`config.mk`:
```
export PLATFORM = sky130hd
export DESIGN_NAME = gpio_intr_prio_ctrl_flat
export DESIGN_NICKNAME = d
export VERILOG_FILES = /design/src/rtl/gpio_intr_prio_if.sv /design/src/rtl/gpio_intr_prio_ctrl.sv /design/src/flat_wrapper.sv
export SDC_FILE = /design/constraint.sdc
export NUM_CORES = 1
export LEC_CHECK = 0
export ABC_AREA = 1
export ABC_CLOCK_PERIOD_IN_PS = 8000
export BUFFER_PORTS_ARGS = -buffer_cell sky130_fd_sc_hd__buf_2
export CORE_MARGIN = 2
export CORE_UTILIZATION = 46
export CTS_BUF_LIST = sky130_fd_sc_hd__clkbuf_8
export CTS_CLUSTER_SIZE = 12
export DETAILED_ROUTE_END_ITERATION = 12
export GPL_TIMING_DRIVEN = 0
export PLACE_DENSITY_LB_ADDON = 0.12
export SLEW_MARGIN = 0
export SYNTH_ARGS = -nofsm -noshare
export SYNTH_HDL_FRONTEND = slang
export SYNTH_SLANG_ARGS = --single-unit
```
`constraint.sdc`:
```
create_clock -name pclk -period 8 [get_ports pclk]
set_input_delay 0.4 -clock pclk [delete_from_list [all_inputs] [get_ports pclk]]
set_output_delay 0.4 -clock pclk [all_outputs]
set_load 0.05 [all_outputs]
```
`src/rtl/gpio_intr_prio_if.sv`:
```
// Bus bundle between the GPIO interrupt priority controller and the CPU side.
// slave = controller, master = source/CPU driver.
interface gpio_intr_prio_if #(
    parameter int unsigned NUM_SRC = 8,
    parameter int unsigned PRIO_W  = 2
);
    localparam int unsigned ID_W = $clog2(NUM_SRC);

    logic [NUM_SRC-1:0] src_in;
    logic [NUM_SRC-1:0] src_en;
    logic               cfg_wr;
    logic [ID_W-1:0]    cfg_idx;
    logic [PRIO_W-1:0]  cfg_prio;
    logic               intr_req;
    logic [ID_W-1:0]    intr_id;
    logic               intr_ack;
    logic               intr_done;
    logic [NUM_SRC-1:0] pending;
    logic               in_service;
    logic [PRIO_W-1:0]  cur_prio;

    modport slave (
        input  src_in, src_en, cfg_wr, cfg_idx, cfg_prio, intr_ack, intr_done,
        output intr_req, intr_id, pending, in_service, cur_prio
    );

    modport master (
        output src_in, src_en, cfg_wr, cfg_idx, cfg_prio, intr_ack, intr_done,
        input  intr_req, intr_id, pending, in_service, cur_prio
    );
endinterface

```
`src/rtl/gpio_intr_prio_ctrl.sv`:
```
// GPIO port-A interrupt priority controller: edge capture, priority arbitration, CPU request/service tracking.
// Optional nested preemption with a save stack when INTR_PRIO_PREEMPT_EN is defined.
module gpio_intr_prio_ctrl #(
    parameter int unsigned NUM_SRC    = 8,
    parameter int unsigned PRIO_W     = 2,
    parameter int unsigned NEST_DEPTH = 2
) (
    input  logic            pclk,
    input  logic            prst,
    gpio_intr_prio_if.slave bus
);
    localparam int unsigned ID_W = $clog2(NUM_SRC);

    typedef enum logic [1:0] {
        ST_IDLE    = 2'd0,
        ST_REQ     = 2'd1,
        ST_SERVICE = 2'd2
    } state_e;

    state_e                          state_q, state_d;
    logic [NUM_SRC-1:0]              sync1_q, sync2_q, sync3_q;
    logic [2:0]                      vld_q;
    logic [NUM_SRC-1:0]              pending_q, pending_d;
    logic [NUM_SRC-1:0][PRIO_W-1:0]  prio_q, prio_d;
    logic                            intr_req_q, intr_req_d;
    logic [ID_W-1:0]                 intr_id_q, intr_id_d;
    logic                            in_service_q, in_service_d;
    logic [PRIO_W-1:0]               cur_prio_q, cur_prio_d;

    logic [NUM_SRC-1:0]              edge_c;
    logic [NUM_SRC-1:0]              clr_c;
    logic                            win_vld_c;
    logic [ID_W-1:0]                 win_id_c;
    logic [PRIO_W-1:0]               win_prio_c;

`ifdef INTR_PRIO_PREEMPT_EN
    localparam int unsigned SP_W = $clog2(NEST_DEPTH + 1);

    logic [ID_W-1:0]                     cur_id_q, cur_id_d;
    logic [SP_W-1:0]                     sp_q, sp_d;
    logic [NEST_DEPTH-1:0][PRIO_W-1:0]   stk_prio_q, stk_prio_d;
    logic [NEST_DEPTH-1:0][ID_W-1:0]     stk_id_q, stk_id_d;
`else
    if (NEST_DEPTH == 0) begin : g_no_nest
    end
`endif

    // vld_q masks edges until sync3_q holds a real post-reset sample, so a level
    // already high at reset release is not seen as a rise.
    assign edge_c = sync2_q & ~sync3_q & {NUM_SRC{vld_q[2]}};

    // Highest priority wins; strict compare keeps the lowest index on ties and drops prio 0.
    always_comb begin
        win_vld_c  = 1'b0;
        win_id_c   = '0;
        win_prio_c = '0;
        for (int unsigned i = 0; i < NUM_SRC; i++) begin
            if (pending_q[i] && bus.src_en[i] && (prio_q[i] > win_prio_c)) begin
                win_vld_c  = 1'b1;
                win_id_c   = ID_W'(i);
                win_prio_c = prio_q[i];
            end
        end
    end

    // Next-state and output logic.
    always_comb begin
        state_d      = state_q;
        intr_id_d    = intr_id_q;
        in_service_d = in_service_q;
        cur_prio_d   = cur_prio_q;
        prio_d       = prio_q;
        clr_c        = '0;
`ifdef INTR_PRIO_PREEMPT_EN
        cur_id_d     = cur_id_q;
        sp_d         = sp_q;
        stk_prio_d   = stk_prio_q;
        stk_id_d     = stk_id_q;
`endif

        if (bus.cfg_wr && (32'(bus.cfg_idx) < NUM_SRC)) begin
            prio_d[bus.cfg_idx] = bus.cfg_prio;
        end

        unique case (state_q)
            ST_IDLE: begin
                if (win_vld_c) begin
                    state_d   = ST_REQ;
                    intr_id_d = win_id_c;
                end
            end
            ST_REQ: begin
                if (bus.intr_ack) begin
                    clr_c[intr_id_q] = 1'b1;
                    cur_prio_d       = prio_q[intr_id_q];
                    in_service_d     = 1'b1;
                    state_d          = ST_SERVICE;
`ifdef INTR_PRIO_PREEMPT_EN
                    cur_id_d = intr_id_q;
                    if (in_service_q) begin
                        for (int unsigned j = 0; j < NEST_DEPTH; j++) begin
                            if (32'(sp_q) == j) begin
                                stk_prio_d[j] = cur_prio_q;
                                stk_id_d[j]   = cur_id_q;
                            end
                        end
                        sp_d = sp_q + SP_W'(1);
                    end
`endif
                end
            end
            ST_SERVICE: begin
                if (bus.intr_done) begin
`ifdef INTR_PRIO_PREEMPT_EN
                    if (sp_q != '0) begin
                        for (int unsigned j = 0; j < NEST_DEPTH; j++) begin
                            if (32'(sp_q) == j + 1) begin
                                cur_prio_d = stk_prio_q[j];
                                cur_id_d   = stk_id_q[j];
                            end
                        end
                        sp_d = sp_q - SP_W'(1);
                    end else begin
                        cur_prio_d   = '0;
                        in_service_d = 1'b0;
                        state_d      = ST_IDLE;
                    end
`else
                    cur_prio_d   = '0;
                    in_service_d = 1'b0;
                    state_d      = ST_IDLE;
`endif
                end
`ifdef INTR_PRIO_PREEMPT_EN
                else if (win_vld_c && (win_prio_c > cur_prio_q) && (32'(sp_q) < NEST_DEPTH)) begin
                    state_d   = ST_REQ;
                    intr_id_d = win_id_c;
                end
`endif
            end
            default: begin
                state_d = ST_IDLE;
            end
        endcase

        // A new edge in the same cycle as the ack clear keeps the bit set.
        pending_d  = (pending_q & ~clr_c) | edge_c;
        intr_req_d = (state_d == ST_REQ);
    end

    always_ff @(posedge pclk) begin
        if (prst) begin
            state_q      <= ST_IDLE;
            sync1_q      <= '0;
            sync2_q      <= '0;
            sync3_q      <= '0;
            vld_q        <= '0;
            pending_q    <= '0;
            prio_q       <= '0;
            intr_req_q   <= 1'b0;
            intr_id_q    <= '0;
            in_service_q <= 1'b0;
            cur_prio_q   <= '0;
`ifdef INTR_PRIO_PREEMPT_EN
            cur_id_q     <= '0;
            sp_q         <= '0;
            stk_prio_q   <= '0;
            stk_id_q     <= '0;
`endif
        end else begin
            state_q      <= state_d;
            sync1_q      <= bus.src_in;
            sync2_q      <= sync1_q;
            sync3_q      <= sync2_q;
            vld_q        <= {vld_q[1:0], 1'b1};
            pending_q    <= pending_d;
            prio_q       <= prio_d;
            intr_req_q   <= intr_req_d;
            intr_id_q    <= intr_id_d;
            in_service_q <= in_service_d;
            cur_prio_q   <= cur_prio_d;
`ifdef INTR_PRIO_PREEMPT_EN
            cur_id_q     <= cur_id_d;
            sp_q         <= sp_d;
            stk_prio_q   <= stk_prio_d;
            stk_id_q     <= stk_id_d;
`endif
        end
    end

    assign bus.intr_req   = intr_req_q;
    assign bus.intr_id    = intr_id_q;
    assign bus.pending    = pending_q;
    assign bus.in_service = in_service_q;
    assign bus.cur_prio   = cur_prio_q;
endmodule

```
`src/flat_wrapper.sv`:
```
// flat-port wrapper written by rule: the top's interface ports become plain ports
module gpio_intr_prio_ctrl_flat 
#(
    parameter int unsigned NUM_SRC    = 8,
    parameter int unsigned PRIO_W     = 2,
    parameter int unsigned NEST_DEPTH = 2
)
  (pclk, prst, bus_src_in, bus_src_en, bus_cfg_wr, bus_cfg_idx, bus_cfg_prio, bus_intr_ack, bus_intr_done, bus_intr_req, bus_intr_id, bus_pending, bus_in_service, bus_cur_prio);
  gpio_intr_prio_if #(.NUM_SRC(NUM_SRC), .PRIO_W(PRIO_W)) bus_i ();
  input  logic pclk;
  input  logic prst;
  input wire logic [$bits(bus_i.src_in)-1:0] bus_src_in;
  input wire logic [$bits(bus_i.src_en)-1:0] bus_src_en;
  input wire logic [$bits(bus_i.cfg_wr)-1:0] bus_cfg_wr;
  input wire logic [$bits(bus_i.cfg_idx)-1:0] bus_cfg_idx;
  input wire logic [$bits(bus_i.cfg_prio)-1:0] bus_cfg_prio;
  input wire logic [$bits(bus_i.intr_ack)-1:0] bus_intr_ack;
  input wire logic [$bits(bus_i.intr_done)-1:0] bus_intr_done;
  output wire logic [$bits(bus_i.intr_req)-1:0] bus_intr_req;
  output wire logic [$bits(bus_i.intr_id)-1:0] bus_intr_id;
  output wire logic [$bits(bus_i.pending)-1:0] bus_pending;
  output wire logic [$bits(bus_i.in_service)-1:0] bus_in_service;
  output wire logic [$bits(bus_i.cur_prio)-1:0] bus_cur_prio;
  assign bus_i.src_in = bus_src_in;
  assign bus_i.src_en = bus_src_en;
  assign bus_i.cfg_wr = bus_cfg_wr;
  assign bus_i.cfg_idx = bus_cfg_idx;
  assign bus_i.cfg_prio = bus_cfg_prio;
  assign bus_i.intr_ack = bus_intr_ack;
  assign bus_i.intr_done = bus_intr_done;
  assign bus_intr_req = bus_i.intr_req;
  assign bus_intr_id = bus_i.intr_id;
  assign bus_pending = bus_i.pending;
  assign bus_in_service = bus_i.in_service;
  assign bus_cur_prio = bus_i.cur_prio;
  gpio_intr_prio_ctrl #(.NUM_SRC(NUM_SRC), .PRIO_W(PRIO_W), .NEST_DEPTH(NEST_DEPTH)) u_core (.pclk(pclk), .prst(prst), .bus(bus_i));
endmodule
```
Word-level counts from Yosys, hierarchy flattened
Index checks and enable logic that the tools add are counted.
- register bits after elaboration: 60
- bits of input ports: 26
- word-level logic and storage cells: 106
- $lt $le $gt $ge: 12
- eq/ne operators: 5
- muxes and demuxes: 42
- bitwise operators: 6
- reductions and logical operators: 22
- operator list (operator ; number):
    $mux W2 ; 16
    $and A8 B8 Y8 ; 3
    $logic_and A1 B1 Y1 ; 18
    $bwmux W16 ; 1
    $mux W8 ; 2
    $not A8 Y8 ; 2
    $gt A2 B2 Y1 ; 7
    $mux W1 ; 13
    $mux W3 ; 4
    $lt A3 B4 Y1 const B ; 2
    $or A8 B8 Y8 ; 1
    $bmux W2 S3 ; 1
    $demux W2 S3 ; 1
    $ge A3 B1 Y1 const B ; 2
    $pmux W2 S3 ; 1
    $eq A2 B1 Y1 const B ; 2
    $ne A2 B2 Y1 const B ; 2
    $pmux W2 S2 ; 1
    $demux W1 S3 ; 1
    $reduce_and A3 Y1 ; 1
    $eq A2 B2 Y1 const B ; 1
    $gt A2 B1 Y1 const B ; 1
    $logic_not A2 Y1 ; 1
    $pmux W1 S2 ; 1
    other kinds (2) ; 2

Logic depth before layout (Yosys ltp)
- depth after elaboration: 27
- gate-level depth with buffers: 55
- gate-level depth less buffers: 55

Least setup slack after synthesis
Ideal clock, no wire load.
- path kind: reg-to-reg
- from: register u_core.pending_q[0], in the netlist u_core.bus.pending[0]
- to: register u_core.intr_id_q[0], in the netlist u_core.bus.intr_id[0]
- arrival time: 6826 ps
- data required time: 7887 ps
- path slack: 1061 ps
- cell stages (with the launch flop): 52
- path buffers: 0
- clock period less this slack: 6939 ps
- path through: dfxtp_1 nand2_1 nor2_2 inv_1 ha_1 nand2_1 inv_2 nor2_4 nand2_4 o21ai_0 ha_1 o21ai_0 nand3_1 nand2_2 nand2_4 nand2_1 o21ai_0 ha_1 (+16 left out) and2_1 ha_1 a21oi_1 and3_1 inv_2 nand2_1 o21ai_0 ha_1 inv_1 nor2_1 o2111ai_1 nand2_1 inv_1 nand4_2 nand2_2 nand2_1 nand2_1 nor2_1
- word-level cells in the longest chain between the ends: 25
- RTL lines (what ; line ; source):
    start: declaration ; gpio_intr_prio_ctrl.sv:23 ; logic [NUM_SRC-1:0] pending_q, pending_d;
    start signal: assignment ; gpio_intr_prio_ctrl.sv:176 ; pending_q <= pending_d;
    $logic_and A1 B1 Y1 * (2 in series) ; gpio_intr_prio_ctrl.sv:58 ; if (pending_q[i] && bus.src_en[i] && (prio_q[i] > win_prio_c)) begin
    $mux W2 ; gpio_intr_prio_ctrl.sv:58 ;
    $gt A2 B2 Y1 ; gpio_intr_prio_ctrl.sv:58 ;
    $logic_and A1 B1 Y1 ; gpio_intr_prio_ctrl.sv:58 ;
    $mux W2 ; gpio_intr_prio_ctrl.sv:58 ;
    $gt A2 B2 Y1 ; gpio_intr_prio_ctrl.sv:58 ;
    $logic_and A1 B1 Y1 ; gpio_intr_prio_ctrl.sv:58 ;
    $mux W2 ; gpio_intr_prio_ctrl.sv:58 ;
    (+8 left out) ; n/a ;
    $mux W2 ; gpio_intr_prio_ctrl.sv:58 ;
    $gt A2 B2 Y1 ; gpio_intr_prio_ctrl.sv:58 ;
    $logic_and A1 B1 Y1 ; gpio_intr_prio_ctrl.sv:58 ;
    $mux W2 ; gpio_intr_prio_ctrl.sv:58 ;
    $gt A2 B2 Y1 ; gpio_intr_prio_ctrl.sv:58 ;
    $logic_and A1 B1 Y1 ; gpio_intr_prio_ctrl.sv:58 ;
    $mux W1 ; gpio_intr_prio_ctrl.sv:58 ;
    $reduce_and A2 Y1 (no line) ; n/a ;
    end signal: assignment ; gpio_intr_prio_ctrl.sv:179 ; intr_id_q <= intr_id_d;
    end: declaration ; gpio_intr_prio_ctrl.sv:26 ; logic [ID_W-1:0] intr_id_q, intr_id_d;
Mark *: on every way between the ends. The rest lies on a longest branch, timed or not.
A chain may end at the register's enable or synchronous reset.

Worst setup path in the final report
- from: register u_core.pending_q[0], in the netlist u_core.bus.pending[0]
- to: register u_core.intr_id_q[1], in the netlist u_core.bus.intr_id[1]
Same word-level chain as after synthesis.

==> flow_metrics.py <==
metrics = {
    "sta": {
        "rsz0062_at_grt": "false",
        "finalHoldViolations": 0,
        "fin_tns_setup_ns": 0,
        "fmax_ghz": 0.139,
        "slew_headroom_pct": 67.0,
        "skew_ns": 0.00809,
        "setup_viol": 0,
        "slew_viol_final": 0,
        "min_period_ns": 7.17,
        "worst_slew_pin_slew_ns": 0.496,
        "post-route-period-util_pct": 89.6,
    },
    "clocking": {
        "clk_pin_slew_ns": 0.07,
        "cts.path.max_buffers": 2,
        "hold_buffers": 0,
        "cts_sinks": 60,
        "clock_latency_ns": 0.34,
        "numCtsBuffers": 9,
        "post_cts_resize_count": 0,
        "cts.htree.levels": 3,
        "post_cts_buffers": 0,
        "cts_tree": "done",
        "root_buffer": "clkbuf_8",
    },
    "pwr": {
        "p_leak_nw": 1.58,
        "power-per-cell-area_mw_per_mm2": 180,
        "power_mw": 0.596,
        "vdd.ir_drop.worst_uv": 165,
    },
    "floorplanning": {
        "io_pins": 41,
        "die_h_um": 82.4,
        "start_util_pct": 47.8,
        "rows": 28,
        "die_w_um": 82.4,
        "fp.coreArea_mm2": 0.00592,
        "dieArea_mm2": 0.00679,
    },
    "synthesis": {
        "yosys.cell_count.top_type": "inv_1",
        "yosysTopAreaCellShare_pct": 42.5,
        "synth_top_cells_by_count": "inv_1 (71), nor2_1 (63), dfxtp_1 (60), nand2_1 (55), a21oi_1 (33)",
        "syn-num-nets": 431,
        "async_flop_share_pct": 0,
        "ys.flop_type": "dfxtp_1",
        "synth.distinct_cells": 33,
        "netlist_instances": 395,
        "synth_top_area_cell": "dfxtp_1",
        "synth_seq_cells": 60,
        "synthTopCellsByArea": "dfxtp_1 (42%), inv_1 (9.4%), nor2_1 (8.4%)",
        "netlist_area_mm2": 0.00283,
        "ys_seq_area_share_pct": 42.5,
        "synth-edff-count": 0,
        "ys.warnings.count": 0,
        "postSynthAreaPerCell_um2": 7.16,
    },
    "routing": {
        "vias": 2556,
        "drt_iter0_drc": 133,
        "postRouteAntennaNets": 0,
        "route.detailed.drc": 0,
        "met1_length_um": 3070,
        "dr.max_layer_used": "met4",
        "first_pass_iters": 5,
        "avgRoutedWirePerCell_um": 11.9,
        "routed_via_density": 4.87,
        "wl_met3_um": 340,
        "drt-total-wl_um": 6270,
        "wl_met2_um": 2720,
    },
    "setup_path": {
        "crit_top_cell": "nand2_1",
        "r2r_slack_ns": 0.83,
        "end_kind": "register",
        "crit_slowest_cell": "dfxtp_1",
        "path_max_fanout": 6,
        "cp.arrival_ns": 7.41,
        "r2r_cells": 52,
        "required_ns": 8.24,
        "start_kind": "register",
        "cpPeakStageDelay_ns": 0.38,
        "critical_path_class": "register to register",
    },
    "grt": {
        "grt_pass1_wl_um": 10100,
        "grt.overflow.total": 0,
        "antenna_found_initial": 0,
        "grt_pass1_vias": 2195,
        "grt_util_all_layers_pct": 20.6,
        "grt_max_degree": 12,
    },
    "layout": {
        "nets": 481,
        "antenna_cells": 0,
        "syn2layout_area_growth_pct": 17.0,
        "layout-drive-gt1-share_pct": 19.3,
    },
    "place": {
        "place.gp.congestion": 0.870,
        "dp_hpwl_um": 4930,
        "io_buffers": 39,
    },
    "min_path": {
        "hold_class": "primary input to register",
        "whs_path_depth": 3,
    },
    "job": {
        "drv_cap": 0,
    },
    "status": {
        "status": "finished clean",
    },
}
[critical path: cells and delay by family, from the launching register on]
kind | cells | cell delay, ns
compound gates | 10 | 1.47
fa+ha+maj | 7 | 1.97
buf+inv | 5 | 0.33
flops | 1 | 0.38
simple gates | 30 | 2.89
[per-layer routing]
metal,vias to the layer above,global-route usage (%)
li1,1340,-
met1,1143,27.9
met2,61,31.0
met3,12,5.00
met4,0,8.83
met5,-,0
[state kept, by name, indices dropped and copies added (netlist names), 2 cells and up]
register	count
u_core.sync2_q	8
u_core.sync3_q	8
u_core.prio_q	16
u_core.sync1_q	8
u_core.bus.pending	8
u_core.bus.intr_id	3
u_core.vld_q	3
u_core.bus.cur_prio	2
u_core.state_q	2
[kinds of logic after synthesis]
group / Yosys count / synth area share [%]
buffers and inverters: 86 / 11.5
and+or+nand+nor: 161 / 26.2
adders and majority gates: 10 / 4.42
DFF: 60 / 42.5
AOI/OAI and AO/OA: 78 / 15.3
[area by class of cell]
class	count	area, um^2
fillers	594	2610
multi-input cells	249	1320
flip-flops and latches	60	1200
inverters	79	297
repair buffers	39	195
clock buffers	10	138
well taps	75	93.8
clock inverters	6	40.0
plain buffers	7	30.0
[path summary, 6_finish.rpt]
kind,start,end
hold reg to reg,u_core.vld_q[1],u_core.vld_q[2]
setup / recovery,u_core.bus.pending[0],u_core.bus.intr_id[1]
hold / removal,bus_src_in[4],u_core.sync1_q[4]
setup reg to reg,u_core.bus.pending[0],u_core.bus.intr_id[1]
[cells in the final DEF (no fill, tap or decap), drive strengths merged]
cell type and n:
buf 41, o41ai 2, nand4 3, a21oi 35, dfxtp 60, nor3 4, nand2 65, clkbuf 15
inv 78, and2 2, clkinv 6, clkinvlp 1, nor2 66, ha 10, nand3 20, o2bb2ai 1
o2111ai 1, o21bai 2, and3 1, o211ai 1, o21ai 32, o22ai 4
[through the flow]
step                      area, um^2  util (%)  setup slack (ns)  hold WS (ns)  cells
after floorplan                 2830         -              1.06         0.388    395
after global placement          3120      52.7             0.582         0.389    509
after detailed placement        3120      52.7             0.486         0.393    509
after CTS                       3300      55.7             0.523         0.242    525
after global routing            3310      55.9            0.0282         0.255    525
final                           3310      55.9             0.830         0.251    525
[report_power, final]
part | internal [mW] | leakage (nW) | switching, mW
sequential | 0.308 | 0.490 | 0.00378
combinational | 0.0148 | 0.995 | 0.0277
clock | 0.120 | 0.0920 | 0.122
(Power assumes the default switching activity.)
